==> src/rtl/regfile_onehot.sv <==
// 32-entry register file with a one-hot write select, two combinational read ports and a sticky select-error flag.
// Optional build macro REGFILE_BYPASS_EN enables same-cycle write-to-read forwarding.
module regfile_onehot #(
  parameter int DATA_W = 32,
  parameter int NREG   = 32
) (
  input  logic              clk_i,
  input  logic              rst_ni,
  input  logic              wr_en_i,
  input  logic [31:0]       wr_sel_i,
  input  logic [DATA_W-1:0] wr_data_i,
  input  logic [4:0]        rs1_addr_i,
  input  logic [4:0]        rs2_addr_i,
  output logic [DATA_W-1:0] rs1_data_o,
  output logic [DATA_W-1:0] rs2_data_o,
  output logic              sel_err_o
);

  // The write select is a fixed 32-bit one-hot vector, so the register count cannot vary.
  if (NREG != 32) begin : g_nreg_check
    $error("regfile_onehot: NREG must be 32");
  end

  // x0 has no storage; only x1..x31 exist as flops.
  logic [DATA_W-1:0] regs [1:NREG-1];
  logic [DATA_W-1:0] xr   [NREG];
  logic              multi_hot;

  // NOTE: the storage is built from flops and is cleared by the async reset, which
  // makes every register's power-up value deterministic and discards any write on a
  // clock edge that lands while reset is held.
  always_ff @(posedge clk_i or negedge rst_ni) begin
    if (!rst_ni) begin
      for (int k = 1; k < NREG; k++) begin
        regs[k] <= '0;
      end
    end else if (wr_en_i) begin
      for (int k = 1; k < NREG; k++) begin
        if (wr_sel_i[k]) begin
          regs[k] <= wr_data_i;
        end
      end
    end
  end

  // Two or more bits set: clearing the lowest set bit leaves something behind.
  assign multi_hot = |(wr_sel_i & (wr_sel_i - 32'd1));

  always_ff @(posedge clk_i or negedge rst_ni) begin
    if (!rst_ni) begin
      sel_err_o <= 1'b0;
    end else if (wr_en_i && multi_hot) begin
      sel_err_o <= 1'b1;
    end
  end

  // Full 32-entry view so a 5-bit address indexes it directly, with x0 tied to zero.
  always_comb begin
    xr[0] = '0;
    for (int k = 1; k < NREG; k++) begin
      xr[k] = regs[k];
    end
  end

  // NOTE: combinational read logic assigns a default first on every path, so no
  // latch is inferred when the forwarding condition is false.
  always_comb begin
    rs1_data_o = xr[rs1_addr_i];
    rs2_data_o = xr[rs2_addr_i];
`ifdef REGFILE_BYPASS_EN
    // Forwarding is gated by reset so the read ports stay zero while rst_ni is low.
    if (rst_ni && wr_en_i && (rs1_addr_i != 5'd0) && wr_sel_i[rs1_addr_i]) begin
      rs1_data_o = wr_data_i;
    end
    if (rst_ni && wr_en_i && (rs2_addr_i != 5'd0) && wr_sel_i[rs2_addr_i]) begin
      rs2_data_o = wr_data_i;
    end
`endif
  end

endmodule

==> config.mk <==
export PLATFORM = sky130hd
export DESIGN_NAME = regfile_onehot
export DESIGN_NICKNAME = d
export VERILOG_FILES = /design/src/rtl/regfile_onehot.sv
export SDC_FILE = /design/constraint.sdc
export NUM_CORES = 2
export LEC_CHECK = 0
export BUFFER_PORTS_ARGS = -buffer_cell sky130_fd_sc_hd__clkbuf_2
export CAP_MARGIN = 15
export CELL_PAD_IN_SITES_DETAIL_PLACEMENT = 1
export CELL_PAD_IN_SITES_GLOBAL_PLACEMENT = 1
export CORE_UTILIZATION = 45
export CTS_CLUSTER_SIZE = 40
export DETAILED_ROUTE_END_ITERATION = 6
export MAX_ROUTING_LAYER = met4
export PLACE_DENSITY = 0.75
export SLEW_MARGIN = 20
export SYNTH_ARGS = -nofsm -noshare
export SYNTH_HDL_FRONTEND = slang
export SYNTH_SLANG_ARGS = --single-unit
==> constraint.sdc <==
create_clock -name clk_i -period 3.3 [get_ports clk_i]
set_input_delay 0.33 -clock clk_i [delete_from_list [all_inputs] [get_ports clk_i]]
set_output_delay 0.33 -clock clk_i [all_outputs]
set_load 0.03 [all_outputs]
==> metrics.md <==
| Metric | Value |
|---|---|
| Outcome | finished, final reports clean |
| Antenna violations before repair | 3 |
| Die height | 345.4 µm |
| Max_slew headroom | 35.37% |
| Ys Warns | 0 |
| First-pass GRT wire length | 256100 µm |
| Largest net degree at the start of global routing | 149 |
| Post-DR vias/cell | 6.720 |
| Pwr Total | 36.08 mW |
| Final hold vios | 0 |
| CP Capture Type | output pin |
| Dpl cells | 4674 |
| Inserted Clock Buffers | 107 |
| Worst path required time | 2.97 ns |
| Die Footprint | 119300 µm² |
| Vias in the first global route | 36.48k |
| Clk slew on worst S/H paths | 0.07 ns |
| Max_cap viols | 0 |
| Worst IR Drop VDD | 0.5047 mV |
| Net Count, Synth | 3277 |
| CP Class | input pin to output pin |
| Total GRT Usage | 29.80% |
| Clk_lat worst skew | 0.70 ns |
| Drt first-iter violations | 2698 |
| Vias post-DR | 32.74k |
| Number of hold buffers added after cts | 1 |
| Peak Freq | 316.1 MHz |
| CTS Buffer Depth | 3 |
| Worst slew pin tran | 0.9695 ns |
| Fin Setup TNS | 0 ns |
| Slew Viols, Final | 0 |
| Synth Area in Compound Gates | 1.417% |
| Post-synthesis simple-gate area fraction | 0.6200% |
| Drt wl/cell | 34.72 µm |
| Fillers | 10.46k |
| Grt total ovfl | 0 |
| Post-synthesis adder-cell area fraction | 0.01886% |
| CTS tree | built |
| Layout Cells excl Fill | 4872 |
| DP Wirelength | 97280 µm |
| Num rows | 125 |
| Clock Sinks | 993 |
| Post-route ant nets | 0 |
| Min cycle time layout | 3.163 ns |
| Distinct cells, synth | 37 |
| Length of the first detailed-routing pass in iterations | 5 |
| Core ar. | 116500 µm² |
| Routed wire length | 169200 µm |
| Commonest non-fill, non-tap cell in the layout | mux2_2 |
| Static Leak | 24.04 nW |
| Residual DRC | 0 |
| Crit path DAT | 2.83 ns |
| Post-CTS sizing | 0 |
| RSZ-0062 raised after global routing | no |
| Worst Path Max Fanout | 42 |
| Fin nets | 3337 |
| Largest family of logic cells by synthesized area | multiplexers |
| Mapped Cells | 3200 |
| Layout cell share with drive strength beyond 1 | 65.96% |
| Seq/Total Area, Yosys | 46.82% |
| Hold Path Class | input pin to async pin |
| Starting Density | 45.55% |
| Most frequent cells in the layout | mux2_2, dfrtp_1, mux4_2, clkbuf_2, clkbuf_16 |
| Root Driver | clkbuf_16 |
| P per Cell Area | 598.8 nW/µm² |
| Clock skew | 0 ns |
| Final worst-path cycle share | 95.86% |
| Final setup vio count | 0 |
| Width of the die | 345.4 µm |
| Post-synthesis xor/xnor area fraction | 0% |
| Syn avg cell area | 16.59 µm² |
| Final Core Density | 51.72% |
| Number of buffers added on ports | 141 |
| Mapped Area | 53070 µm² |
| I/O pin total | 142 |
| Syn-to-layout area delta | 13.55% |
| Htree depth | 3 |
| Number of synthesized register bits | 993 |
| CP Launch Type | input pin |
| Final hold slack | 0.06218 ns |
| # Post-CTS Setup Buffers | 0 |
| Mux cell area share after synthesis | 48.20% |
| GPL Wtd Cong | 0.8324 |
## cells in the mapped netlist (all sizes together)
master / instances / share of area [%]
maj3: 1 / 0.019
inv: 1 / 0.0071
mux4: 576 / 24
clkbuf: 150 / 1.1
dfrtp: 993 / 47
or2: 1 / 0.012
nor2b: 2 / 0.024
a2111oi: 1 / 0.017
mux2: 1120 / 24
o211ai: 1 / 0.014
or4: 7 / 0.11
o41ai: 2 / 0.033
nor3: 5 / 0.068
o21ai: 5 / 0.047
a211oi: 1 / 0.014
o22ai: 3 / 0.035
o22a: 2 / 0.033
o31ai: 1 / 0.014
o32ai: 2 / 0.047
a222oi: 1 / 0.019
buf: 201 / 1.9
o32a: 1 / 0.019
a22o: 63 / 1.0
nand2: 36 / 0.25
a21oi: 6 / 0.057
nor2: 8 / 0.057
o21a: 2 / 0.028
nand4: 2 / 0.024
nand3: 2 / 0.019
or3: 4 / 0.057
## cell families (layout without fill, tap and decap cells)
kind of cell / after synthesis / after routing
multiplexers: 1696 / 1696
flip-flops: 993 / 993
buffers and inverters: 352 / 498
AO/OA/AOI/OAI: 91 / 91
AND/OR/NAND/NOR: 67 / 67
adder cells (fa/ha/maj): 1 / 1
other: 0 / 2
## stage by stage
stage | worst slack, ns | area (µm²)
after floorplan | 0.6704 | 53070
after global placement | 0.1970 | 56600
after detailed placement | 0.1521 | 56600
after CTS | 0.1269 | 60260
after global routing | 0.07715 | 60260
final | 0.1367 | 60260
## flip-flops by register name, summed over array words and instances, names as in the netlist
register / flops
sel_err_o: 1
regs: 992
## critical path, stage by stage
cell	delay (ns)
buf_8	0.46
buf_12	0.30
mux4_2	0.56
mux4_2	0.49
mux2_2	0.35
clkbuf_2	0.21
## report_power, final
group | total, mW | leakage [nW] | switching (mW) | internal, mW
logic | 8.01 | 10.6 | 3.56 | 4.45
clock network | 12.6 | 1.80 | 5.28 | 7.33
registers | 15.5 | 11.6 | 1.46 | 14.0
## layout make-up
type,count,area [µm²],share of cell area [%]
antenna,2,5.005,0.008305
clock buffer,151,3063,5.083
clock inverter,44,583.1,0.9675
inverter,1,3.754,0.006229
multi-input combinational,1855,26770,44.42
sequential,993,24850,41.23
tap,1524,1907,3.164
timing repair buffer,302,3085,5.120
## per-layer routing
metal  part of all wire (%)  up-vias  global-route usage [%]
met4                    4.6        0                   12.69
li1                       -    12760                       -
met2                     50     1322                   47.76
met5                      0        -                       -
met3                    6.3      397                   4.620
met1                     39    18270                   37.86
## worst paths after layout
check                                       from                     to  slack [ns]  depth (start not counted)
max reg2reg                sel_err_o$_DFFE_PN0P_  sel_err_o$_DFFE_PN0P_        1.67                          5
min                                       rst_ni  sel_err_o$_DFFE_PN0P_        0.06                          2
max                                rs2_addr_i[0]         rs2_data_o[22]        0.14                          6
min in group clk_i                  wr_sel_i[10]  sel_err_o$_DFFE_PN0P_        0.08                          4
max in group asynchronous                 rst_ni  regs[397]$_DFFE_PN0P_        1.78                          4
min reg2reg                 regs[52]$_DFFE_PN0P_   regs[52]$_DFFE_PN0P_        0.52                          1
Note: power is estimated with default switching activity, not from simulation.
